===== src/rtl/writeback_stage_pkg.sv =====
// Shared definitions for the write-back stage:
// data-source encodings, FSM states and the MEM/WB bundle.
package writeback_stage_pkg;

    localparam logic [2:0] WB_SRC_ALU  = 3'd0;
    localparam logic [2:0] WB_SRC_MEM  = 3'd1;
    localparam logic [2:0] WB_SRC_PC   = 3'd2;
    localparam logic [2:0] WB_SRC_IMM  = 3'd3;
    localparam logic [2:0] WB_SRC_FLAG = 3'd4;

    typedef enum logic {
        RUN    = 1'b0,
        HALTED = 1'b1
    } wb_state_e;

    // Only the low instruction byte is ever consumed (immediate source).
    typedef struct packed {
        logic        valid;
        logic        reg_wrt;
        logic [2:0]  write_reg;
        logic [2:0]  src;
        logic        mem_to_reg;
        logic [15:0] alu_res;
        logic [15:0] mem_data;
        logic [15:0] next_pc;
        logic [7:0]  imm8;
        logic        flag;
        logic        halt;
        logic        err;
    } mem_wb_t;

    function automatic logic [15:0] sext8(input logic [7:0] v);
        return {{8{v[7]}}, v};
    endfunction

endpackage


===== src/rtl/writeback_stage_dff.sv =====
// Enabled register with synchronous active-low clear.
// Building block for every piece of write-back state.
module dff #(
    parameter int W = 1
) (
    input  logic         clk,
    input  logic         rst,
    input  logic         en,
    input  logic [W-1:0] d,
    output logic [W-1:0] q
);

    // Clear on reset, otherwise load when enabled.
    always_ff @(posedge clk) begin
        if (!rst) begin
            q <= '0;
        end else if (en) begin
            q <= d;
        end
    end

endmodule


===== src/rtl/writeback_stage_wb_data_mux.sv =====
// Write-back data source select.
// Flags any source encoding outside the defined set.
module wb_data_mux
    import writeback_stage_pkg::*;
(
    input  logic        mem_to_reg,
    input  logic [2:0]  src,
    input  logic [15:0] alu_res,
    input  logic [15:0] mem_data,
    input  logic [15:0] next_pc,
    input  logic [7:0]  imm8,
    input  logic        flag,
    output logic [15:0] data,
    output logic        bad
);

    // Memory load overrides the source field; unknown sources give zero.
    always_comb begin
        data = '0;
        bad  = 1'b0;
        if (mem_to_reg) begin
            data = mem_data;
        end else begin
            case (src)
                WB_SRC_ALU:  data = alu_res;
                WB_SRC_MEM:  data = mem_data;
                WB_SRC_PC:   data = next_pc;
                WB_SRC_IMM:  data = sext8(imm8);
                WB_SRC_FLAG: data = {15'b0, flag};
                default:     bad  = 1'b1;
            endcase
        end
    end

endmodule


===== src/rtl/writeback_stage.sv =====
// Final pipeline stage: MEM/WB latch, register write port,
// sticky halt/error state and retired-instruction counter.
module writeback_stage
    import writeback_stage_pkg::*;
#(
    parameter int CNT_W = 16
) (
    input  logic             clk,
    input  logic             rst,
    input  logic             stall,
    input  logic             validIn,
    input  logic             regWrtIn,
    input  logic [2:0]       writeRegIn,
    input  logic [2:0]       regWrtSrcIn,
    input  logic             memToRegIn,
    input  logic [15:0]      aluResIn,
    input  logic [15:0]      memDataIn,
    input  logic [15:0]      nextPcIn,
    input  logic [15:0]      instrIn,
    input  logic             flagIn,
    input  logic             haltIn,
    input  logic             errIn,
    output logic             regWrtEn,
    output logic [2:0]       regWrtAddr,
    output logic [15:0]      regWrtData,
    output logic             halt,
    output logic             err,
    output logic [CNT_W-1:0] retired
);

    localparam int LAT_W = $bits(mem_wb_t);

    mem_wb_t          lat_d;
    mem_wb_t          lat_q;
    logic [LAT_W-1:0] lat_qv;
    logic             state_q;
    wb_state_e        state;
    logic             run;
    logic             bad;
    logic             retire;
    logic             stop;
    logic             halt_set;
    logic             err_set;
    logic [CNT_W-1:0] retired_nx;

    assign lat_d = '{
        valid:      validIn,
        reg_wrt:    regWrtIn,
        write_reg:  writeRegIn,
        src:        regWrtSrcIn,
        mem_to_reg: memToRegIn,
        alu_res:    aluResIn,
        mem_data:   memDataIn,
        next_pc:    nextPcIn,
        imm8:       instrIn[7:0],
        flag:       flagIn,
        halt:       haltIn,
        err:        errIn
    };

    dff #(.W(LAT_W)) u_lat (
        .clk (clk),
        .rst (rst),
        .en  (~stall),
        .d   (lat_d),
        .q   (lat_qv)
    );

    assign lat_q = mem_wb_t'(lat_qv);

    wb_data_mux u_mux (
        .mem_to_reg (lat_q.mem_to_reg),
        .src        (lat_q.src),
        .alu_res    (lat_q.alu_res),
        .mem_data   (lat_q.mem_data),
        .next_pc    (lat_q.next_pc),
        .imm8       (lat_q.imm8),
        .flag       (lat_q.flag),
        .data       (regWrtData),
        .bad        (bad)
    );

    assign state  = wb_state_e'(state_q);
    assign run    = (state == RUN);
    assign retire = lat_q.valid & ~stall & run;

    assign halt_set = retire & lat_q.halt;
    assign err_set  = retire & (lat_q.err | bad);
    assign stop     = halt_set | err_set;

    // HALTED is absorbing: only reset clears it.
    dff #(.W(1)) u_state (
        .clk (clk),
        .rst (rst),
        .en  (stop),
        .d   (1'(HALTED)),
        .q   (state_q)
    );

    dff #(.W(1)) u_halt (
        .clk (clk),
        .rst (rst),
        .en  (halt_set),
        .d   (1'b1),
        .q   (halt)
    );

    dff #(.W(1)) u_err (
        .clk (clk),
        .rst (rst),
        .en  (err_set),
        .d   (1'b1),
        .q   (err)
    );

    assign retired_nx = retired + CNT_W'(1);

    dff #(.W(CNT_W)) u_cnt (
        .clk (clk),
        .rst (rst),
        .en  (retire),
        .d   (retired_nx),
        .q   (retired)
    );

    // HALT never writes; nothing writes while reset is asserted.
    assign regWrtEn = lat_q.valid & lat_q.reg_wrt & ~lat_q.halt
                    & run & rst;
    assign regWrtAddr = lat_q.write_reg;

endmodule


===== config.mk =====
export PLATFORM = sky130hd
export DESIGN_NAME = writeback_stage
export DESIGN_NICKNAME = d
export VERILOG_FILES = /design/src/rtl/writeback_stage_pkg.sv /design/src/rtl/writeback_stage_dff.sv /design/src/rtl/writeback_stage_wb_data_mux.sv /design/src/rtl/writeback_stage.sv
export SDC_FILE = /design/constraint.sdc
export NUM_CORES = 1
export LEC_CHECK = 0
export ABC_CLOCK_PERIOD_IN_PS = 1750
export CAP_MARGIN = 20
export CORE_MARGIN = 2
export CORE_UTILIZATION = 42
export CTS_CLUSTER_DIAMETER = 60
export DETAILED_ROUTE_END_ITERATION = 10
export PLACE_DENSITY = 0.76
export SYNTH_ARGS = -nofsm -noshare
export SYNTH_HDL_FRONTEND = slang
export SYNTH_SLANG_ARGS = --single-unit

===== constraint.sdc =====
create_clock -name clk -period 1.75 [get_ports clk]
set_clock_uncertainty 0.05 [all_clocks]
set_input_delay 0.525 -clock clk [delete_from_list [all_inputs] [get_ports clk]]
set_output_delay 0.525 -clock clk [all_outputs]
set_load 0.05 [all_outputs]

==> results of run 1 <==
-- synth_stat cells --
master | n | share of area
sky130_fd_sc_hd__dfxtp_1 | 87 | 0.46
sky130_fd_sc_hd__o21ai_0 | 20 | 0.027
sky130_fd_sc_hd__xnor2_1 | 5 | 0.012
sky130_fd_sc_hd__a21oi_1 | 10 | 0.013
sky130_fd_sc_hd__nor2_1 | 83 | 0.083
sky130_fd_sc_hd__nand4_1 | 5 | 0.0084
sky130_fd_sc_hd__inv_1 | 6 | 0.0060
sky130_fd_sc_hd__buf_4 | 3 | 0.0060
sky130_fd_sc_hd__buf_6 | 1 | 0.0030
sky130_fd_sc_hd__or3b_4 | 1 | 0.0030
sky130_fd_sc_hd__and3_1 | 3 | 0.0050
sky130_fd_sc_hd__o31a_1 | 1 | 0.0023
sky130_fd_sc_hd__nand2b_1 | 1 | 0.0017
sky130_fd_sc_hd__mux4_2 | 1 | 0.0060
sky130_fd_sc_hd__buf_2 | 10 | 0.013
sky130_fd_sc_hd__mux2i_1 | 84 | 0.22
sky130_fd_sc_hd__nor3_1 | 1 | 0.0013
sky130_fd_sc_hd__o21a_1 | 2 | 0.0040
sky130_fd_sc_hd__and4_1 | 2 | 0.0047
sky130_fd_sc_hd__nand3_1 | 6 | 0.0080
sky130_fd_sc_hd__a22o_1 | 15 | 0.035
sky130_fd_sc_hd__nor4b_1 | 1 | 0.0023
sky130_fd_sc_hd__ha_1 | 1 | 0.0033
sky130_fd_sc_hd__a21o_1 | 1 | 0.0020
sky130_fd_sc_hd__nand2_1 | 16 | 0.016
sky130_fd_sc_hd__or3_1 | 5 | 0.0084
sky130_fd_sc_hd__and2_1 | 3 | 0.0050
sky130_fd_sc_hd__xor2_1 | 4 | 0.0094
sky130_fd_sc_hd__clkbuf_1 | 14 | 0.014
sky130_fd_sc_hd__nor3b_4 | 1 | 0.0050
sky130_fd_sc_hd__a31o_2 | 1 | 0.0023
-- final timing paths --
| path | end | slack (ns) | cells after the start |
|---|---|---|---|
| setup reg to reg | u_cnt.q[15] | 0.15 | 4 |
| hold reg to reg | u_lat.q[6] | 0.45 | 2 |
| hold / removal | u_lat.q[6] | 0.45 | 2 |
| setup / recovery | regWrtData[4] | -0.51 | 5 |
-- sequential cells by signal, summed over array words and instances (netlist names) --
name / flops
u_cnt.q: 16
u_state.q: 1
u_halt.q: 1
u_lat.q: 68
u_err.q: 1
-- cell families (layout without fill, tap and decap cells) --
family          count (synthesis)  after routing
simple gates                  128            129
flops                          87             87
mux                            85             85
compound gates                 50             50
buf+inv                        34            153
xor+xnor                        9              9
fa+ha+maj                       1              1
-- power groups by stage --
stage	clock network, W	registers (W)	logic [W]
after floorplan	0	0.00217	0.000511
after global placement	0	0.00218	0.000942
after detailed placement	0	0.00219	0.000954
after CTS	0.00148	0.00215	0.000990
after global routing	0.00156	0.00217	0.00106
final	0.00144	0.00216	0.00100
-- per-stage QoR --
step,worst slack [ns],util
6_report,-0.509,0.687
5_1_grt,-0.581,0.687
4_1_cts,-0.520,0.679
3_5_place_dp,-0.384,0.642
3_3_place_gp,-0.357,0.642
2_1_floorplan,-0.100,-
-- layer usage --
layer	vias up	track usage
li1	1592	-
met1	1510	0.272
met2	72	0.335
met3	18	0.0255
met4	0	0.0769
met5	-	0
-- worst min-delay path, delay by kind of cell, from the launching register on --
family           cells  cell delay (ns)
flip-flops           1             0.33
multiplexers         1             0.07
AND/OR/NAND/NOR      1             0.07
-- timing repair --
action | 4_1_cts | 5_1_grt
endpoints found under the setup margin | 17 | 17
cloned | 1 | 0
pin swaps | 3 | 1
resized for setup | 45 | 12
-- area by class of cell --
type                            count  area [µm²]
Fill cell                         642        2720
Multi-Input combinational cell    274        2130
Clock buffer                       11         151
Inverter                            6        22.5
Sequential cell                    87        1760
Tap cell                          108         135
Timing Repair Buffer              131        1710
Clock inverter                      5        56.3
==> impl.org, run 1 <==
** Status
- Status :: finished with violations
- Violated checks :: negative setup slack

** Drt
- Routed wl met2 :: 4850 µm
- After detailed routing, the average wire length per cell comes to 15.9 µm.
- Total met3 wirelength after detailed routing :: 309 µm
- For this block, the via count after detailed routing is 3,192.
- Once detail routing completed, the nets flagged for antenna violations numbered 0.
- Final routed DRC violation total :: 0
- First-iteration detailed-routing DRC count :: 132
- The first detailed-routing pass ran for 6 iterations.
- The detailed router used layers up to and including met4.
- Drt total wl :: 9860 µm
- Post-detailed-route via-to-cell ratio :: 5.13
- Met1 wire length :: 4480 µm

** Setup path
- Kind of capture point of the worst setup path :: output port
- Slowest Stage Delay on Critical Path :: 0.43 ns
- Critical path startpoint category :: register
- The slowest stage of the critical path belongs to the cell sky130_fd_sc_hd__dfxtp_4.
- Crit path top cell by count :: sky130_fd_sc_hd__buf_12
- Traced cell by cell, the critical path runs through buf_12, mux2i_4, o21ai_2, a22o_4, buf_12.
- Data required time of the critical path :: 1.17 ns
- The number of buffers and inverters on the critical path is 2.
- Launching instance or port of the critical path :: u_lat.q[61]
- Of all nets on the critical path, the largest fanout is 7.
- By startpoint and endpoint, the worst setup path is classified as register to output port.
- The worst register-to-register path begins at u_cnt.q[2].
- In this design, the largest share of critical-path delay is due to flip-flops.
- Worst endpoint data arrival time :: 1.68 ns

** Power
- Portion of total power attributed to sequential cells :: 0.469
- Internal power summed over all cells :: 0.00336 W
- For this design the total switching power over the nets is 0.00124 W.
- Of the total power, the clock network draws 0.313.
- IR analysis of the VDD net gives a maximum drop of 0.490 mV.
- The share of total power dissipated in combinational logic is 0.218.
- P per Cell Area :: 772 nW/µm²
- Of the total power, the share spent switching nets is 0.270.
- For this design the static power due to leakage is 2.47 nW.
- Overall power of the completed layout :: 0.00460 W

** STA
- After layout, the minimum clock period comes to 2.26 ns.
- Number of pins with negative max-slew slack in the final report :: 0
- The worst pin sits at a relative slew slack of 0.743.
- Summed negative setup slack over all endpoints :: -7.69 ns
- Final hold violations :: 0
- Final hold analysis gives a worst-case slack of 0.450 ns.
- Unrepaired setup endpoints after global routing :: yes
- Share of the cycle needed by the critical path after routing :: 1.29
- Final setup viols :: 17
- Pin slew with the least headroom to its limit :: 0.386 ns
- Derived from the worst setup path, the maximum achievable clock frequency is 443 MHz.
- Once routing completed, OpenROAD measured the worst setup slack at -0.509 ns.

** Cells and area
- Most frequent cells in the layout :: 83 x sky130_fd_sc_hd__nor2_1, 76 x sky130_fd_sc_hd__dfxtp_1, 73 x sky130_fd_sc_hd__mux2i_1, 68 x sky130_fd_sc_hd__clkdlybuf4s50_1, 43 x sky130_fd_sc_hd__buf_12
- Growth of design area from synthesis to finish :: 59.1%
- Most common cell after layout, fill and taps aside :: sky130_fd_sc_hd__nor2_1
- Non-filler instance count after layout :: 622
- At the end of the flow, the number of nets in the layout was 589.
- Diode insertion count for antenna repair :: 0
- In the final layout, the share of cells above drive strength 1 is 0.267.
- Layout Cell Area excl Fill :: 5960 µm²

** Global route
- GRT Resource Usage Total :: 0.203
- The first global-routing pass estimated 15,800 µm of wire.
- Summed over all layers, the global routing overflow is 0.
- Largest net degree at the start of global routing :: 47
- Number of global-route vias before repair :: 3,174
- The initial antenna violation count was 0.

** Clocking
- Clock Sinks :: 87
- Clock latency on the worst-skew pair, taken at its later pin, is 0.34 ns.
- H-tree depth reported by CTS :: 3
- Post-CTS setup-driven buffer insertion count :: 0
- Hold repair after CTS inserted 0 buffers.
- In this run the clock root is driven by a sky130_fd_sc_hd__clkbuf_8.
- The clock passes through at most 2 buffers.
- Number of buffers added by the clock tree synthesis step :: 9
- After clock tree synthesis, the clock-pin slew on the worst setup and hold paths is 0.08 ns.
- CTS tree :: done

** Placed design
- Half-perimeter wire length after detailed placement :: 7170 µm
- Gp weighted congestion :: 0.806
- During placement, the flow inserted port buffers numbering 108.
- Once placement completed, the tool counted placed cells totaling 605.
- Placed cell areas :: 5570 µm²

** Yosys
- Yosys mapped the design onto 31 distinct sky130hd cell types.
- Of the total synthesized cell area, the portion taken by XOR and XNOR cells is 0.0210.
- Mapped Cells :: 394
- Fraction of the mapped netlist area in compound gates :: 0.0858
- Ys Warns :: 0
- By area, the combinational part of the netlist is dominated by multiplexers.
- Netlist area before placement :: 3750 µm²
- After synthesis, the share of cell area in mux cells is 0.230.
- Number of storage elements in the synthesis netlist :: 87
- The share of the Yosys chip area taken by registers is 0.465.
- Of the total synthesized cell area, the portion taken by AND, OR, NAND and NOR gates is 0.152.
- Synth Area in Adders :: 0.00334
- Number of nets in the synthesized netlist :: 474
- After synthesis, the mean cell area works out to 9.51 µm².

** Job
- Max-cap violations in this run came to 0.

** Floorplanning
- Core region area :: 8680 µm²
- The initial utilization of the core area, before any placement, comes to 0.432.
- The floorplan step set the die height to 98.4 µm.
- Core Rows :: 34
- Total I/O pin count :: 117
- Die W :: 98.4 µm
- Die outline area :: 9690 µm²

** Worst hold path
- Startpoint of the worst hold path :: u_lat.q[6]
- The path class of the tightest hold or removal check is register to register.
No activity file was read; power rests on OpenSTA's default activity.
==> inputs of run 2 (changes only) <==
ABC_AREA = 1   (was unset)
ABC_CLOCK_PERIOD_IN_PS = 1950   (was 1750)
HOLD_SLACK_MARGIN = 0.02   (was unset)
clock period = 1.95 ns   (was 1.75 ns; I/O delays follow)
==> run 2 against run 1 <==
Against the previous run: the run still ends with negative setup slack left; combinational power barely moved; sequential power decreased by 10%; wire length increased by 8.5%; core utilization shrank 3.5 points; largest cell class unchanged; largest power group unchanged.
==> impl.org, run 2 <==
** Yosys
- Mapped Cells :: 555
- Sequential area share after synthesis :: 0.453
- In the synthesized netlist the async set-or-reset flop fraction comes to 0.
- Netlist area before placement :: 3840 µm²
- Counting flops and latches in the post-synthesis netlist gives 87.
- Commonest cells in the netlist :: 145 x sky130_fd_sc_hd__nor2_1, 117 x sky130_fd_sc_hd__nand2_1, 87 x sky130_fd_sc_hd__dfxtp_1, 68 x sky130_fd_sc_hd__o21ai_0, 24 x sky130_fd_sc_hd__nand3_1
- In this run the mean area of a mapped cell was 6.93 µm².
- Number of nets in the synthesized netlist :: 635
- The biggest area contributor in the post-synthesis netlist is sky130_fd_sc_hd__dfxtp_1.
- Biggest area contributors in the synthesized netlist :: sky130_fd_sc_hd__dfxtp_1 45%, sky130_fd_sc_hd__nor2_1 14%, sky130_fd_sc_hd__nand2_1 11%
- sky130_fd_sc_hd__nor2_1 is the most common cell in the netlist.
- Distinct cells, synth :: 30
- The share of synthesized area in the top cell type comes to 0.453.
- Ys Warns :: 0
- Flip-flop cell with the highest count after synthesis :: sky130_fd_sc_hd__dfxtp_1
- Count of flip-flops with a built-in enable after synthesis :: 0

** Clocking
- Clock Latency Late Sink :: 0.36 ns
- CTS saw 87 sinks.
- CTS tree :: done
- The clock passes through at most 2 buffers.
- H-tree depth reported by CTS :: 3
- CTS placed an instance of sky130_fd_sc_hd__clkbuf_8 at the clock tree root.
- Clock Pin Slew Worst Setup and Hold Paths :: 0.08 ns
- Number of buffers added by the clock tree synthesis step :: 9

** Global route
- Total global routing overflow :: 0
- GRT Resource Usage Total :: 0.220
- The initial antenna violation count was 0.
- The first global-routing pass estimated 17,600 µm of wire.
- The number of global-route vias before repair came to 3,823.
- Largest net degree at the start of global routing :: 80

** STA
- Unrepaired setup endpoints after global routing :: yes
- Worst Slack Setup Final :: -0.422 ns
- The number of hold violations in the final report was 0.
- Max-slew headroom :: 0.563
- Counting I/O delays and the setup requirement, the final critical path takes 2.37 ns.
- Pin slew with the least headroom to its limit :: 0.656 ns
- Final setup viols :: 16
- Share of the cycle needed by the critical path after routing :: 1.22
- Adding up every negative setup slack in the final design gives -6.23 ns.
- FMAX :: 422 MHz
- The number of pins with negative max-slew slack in the final report was 0.

** Cells and area
- Core Util, Final :: 0.652
- The largest registers in the layout are u_lat.q x68, u_cnt.q x16.
- Flip-flop count of the largest register after layout :: 68
- Proportion of layout cells with a drive suffix above 1 :: 0.218
- Layout net count :: 752
- Diode insertion count for antenna repair :: 0
- Leaving out fill and tap cells, the most frequent cells in the layout are 142 x sky130_fd_sc_hd__nor2_1, 95 x sky130_fd_sc_hd__nand2_1, 84 x sky130_fd_sc_hd__dfxtp_1, 68 x sky130_fd_sc_hd__o21ai_0, 68 x sky130_fd_sc_hd__clkdlybuf4s50_1.
- From synthesis to final layout, the design area changed by 49.3%.
- More flip-flops sit in one register than any other, and that register is u_lat.q.
- Most common cell after layout, fill and taps aside :: sky130_fd_sc_hd__nor2_1
- The finished layout holds 783 standard cells, fillers aside.

** Floorplanning
- Core Rows :: 34
- The initial utilization of the core area, before any placement, comes to 0.436.
- Die W :: 99.7 µm
- The total area inside the core boundary comes to 8810 µm².
- The die covers 9930 µm².
- Die Ht :: 99.7 µm
- Total I/O pin count :: 117

** Drt
- Number of vias in the routed layout :: 3,962
- WL/cell :: 13.7 µm
- Using the TritonRoute via totals, the vias-per-cell ratio works out to 5.06.
- Once detail routing completed, the nets flagged for antenna violations numbered 0.
- First-iteration detailed-routing DRC count :: 170
- DR pass1 iterations :: 4
- In the routed design, unresolved DRC markers number 0.
- Drt total wl :: 10,700 µm

** Setup path
- Data arrives at the worst endpoint at 1.74 ns.
- Data on the critical path is required at its endpoint by 1.31 ns.
- Kind of capture point of the worst setup path :: output port
- Critical path startpoint category :: register
- Along the worst path, the maximum fanout reaches 8.
- By startpoint and endpoint, the worst setup path is classified as register to output port.

** Power
- Across the VDD grid, the largest voltage drop is 0.393 mV.
- Internal power comes to 0.00297 W.
- Portion of total power attributed to sequential cells :: 0.465
- Fraction of power spent switching nets :: 0.289
- Summed over all nets, the switching power comes to 0.00121 W.
- Part of the power in combinational logic :: 0.237
- In this run the power density over the cells is 727 nW/µm².
- LEAKAGE :: 2.50 nW
- The share of total power dissipated in the clock network is 0.297.

** Job
- Across the run, the number of max-cap violations was 0.

** Placed design
- The congestion estimate from routability-driven global placement came to 0.819.
- Buffers placed on the I/O ports in this run total 108.
- Placement-stage worst setup slack :: -0.0518 ns
- Half-perimeter wire length after detailed placement :: 7020 µm
- Placed insts :: 757

** Worst hold path
- Class of the tightest hold or removal check :: register to register

** Status
- The final reports fail on negative setup slack.
- The flow ran to the end, but the final reports show violations.
## run 2: area by class of cell
cell class,instances,area (µm²)
clock buffers,10,138
multi-input cells,410,2020
repair buffers,134,1530
inverters,30,128
clock inverters,4,47.5
well taps,108,135
fillers,774,3070
flip-flops and latches,87,1750
## run 2: power groups by stage
| stage | clock (W) | combinational [W] | sequential [W] |
|---|---|---|---|
| after floorplan | 0 | 0.000461 | 0.00198 |
| after global placement | 0 | 0.000893 | 0.00197 |
| after detailed placement | 0 | 0.000904 | 0.00198 |
| after CTS | 0.00126 | 0.000972 | 0.00194 |
| after global routing | 0.00133 | 0.00106 | 0.00195 |
| final | 0.00124 | 0.000990 | 0.00194 |
## run 2: timing repair
item | 4_1_cts | 5_1_grt
resized for setup | 23 | 20
pin swaps | 10 | 20
setup buffers | 10 | 0
gates cloned | 2 | 0
hold buffers | 0 | 0
setup endpoints to repair | 16 | 16
## run 2: cell families (layout without fill, tap and decap cells)
logic type,Yosys count,in the layout,synth area share
buffers and inverters,59,178,0.0687
AOI/OAI and AO/OA,97,97,0.132
adders and majority gates,1,1,0.00325
DFF,87,87,0.453
xor gates and xnor gates,2,2,0.00456
and+or+nand+nor,309,310,0.339
## run 2: worst paths after layout
| kind | startpoint | endpoint | slack [ns] | cells past startpoint |
|---|---|---|---|---|
| setup reg to reg | u_cnt.q[0] | u_cnt.q[12] | 0.51 | 7 |
| hold reg to reg | u_err.q | u_err.q | 0.41 | 2 |
| hold / removal | u_err.q | u_err.q | 0.41 | 2 |
| setup / recovery | u_lat.q[60] | regWrtData[12] | -0.42 | 9 |
## run 2: per-layer routing
layer	part of all wire	global-route usage	wire [µm]
met1	0.42	0.270	4490
met2	0.52	0.390	5540
met3	0.044	0.0436	476
met4	0.018	0.0674	194
met5	0	0	0
## run 2: critical path: stages (launching register included)
cell and delay (ns):
sky130_fd_sc_hd__dfxtp_2 0.36, sky130_fd_sc_hd__inv_4 0.05, sky130_fd_sc_hd__buf_6 0.11, sky130_fd_sc_hd__nor3_4 0.20, sky130_fd_sc_hd__buf_12 0.19, sky130_fd_sc_hd__nand2_8 0.08
sky130_fd_sc_hd__nand3_2 0.09, sky130_fd_sc_hd__nand2_1 0.06, sky130_fd_sc_hd__nand2_2 0.09, sky130_fd_sc_hd__buf_12 0.14
## run 2: per-stage QoR
stage	hold slack, ns	power [W]	instance area, µm²
after floorplan	0.384	0.00244	3880
after global placement	0.394	0.00286	5280
after detailed placement	0.399	0.00288	5280
after CTS	0.412	0.00417	5660
after global routing	0.442	0.00435	5740
final	0.412	0.00417	5740
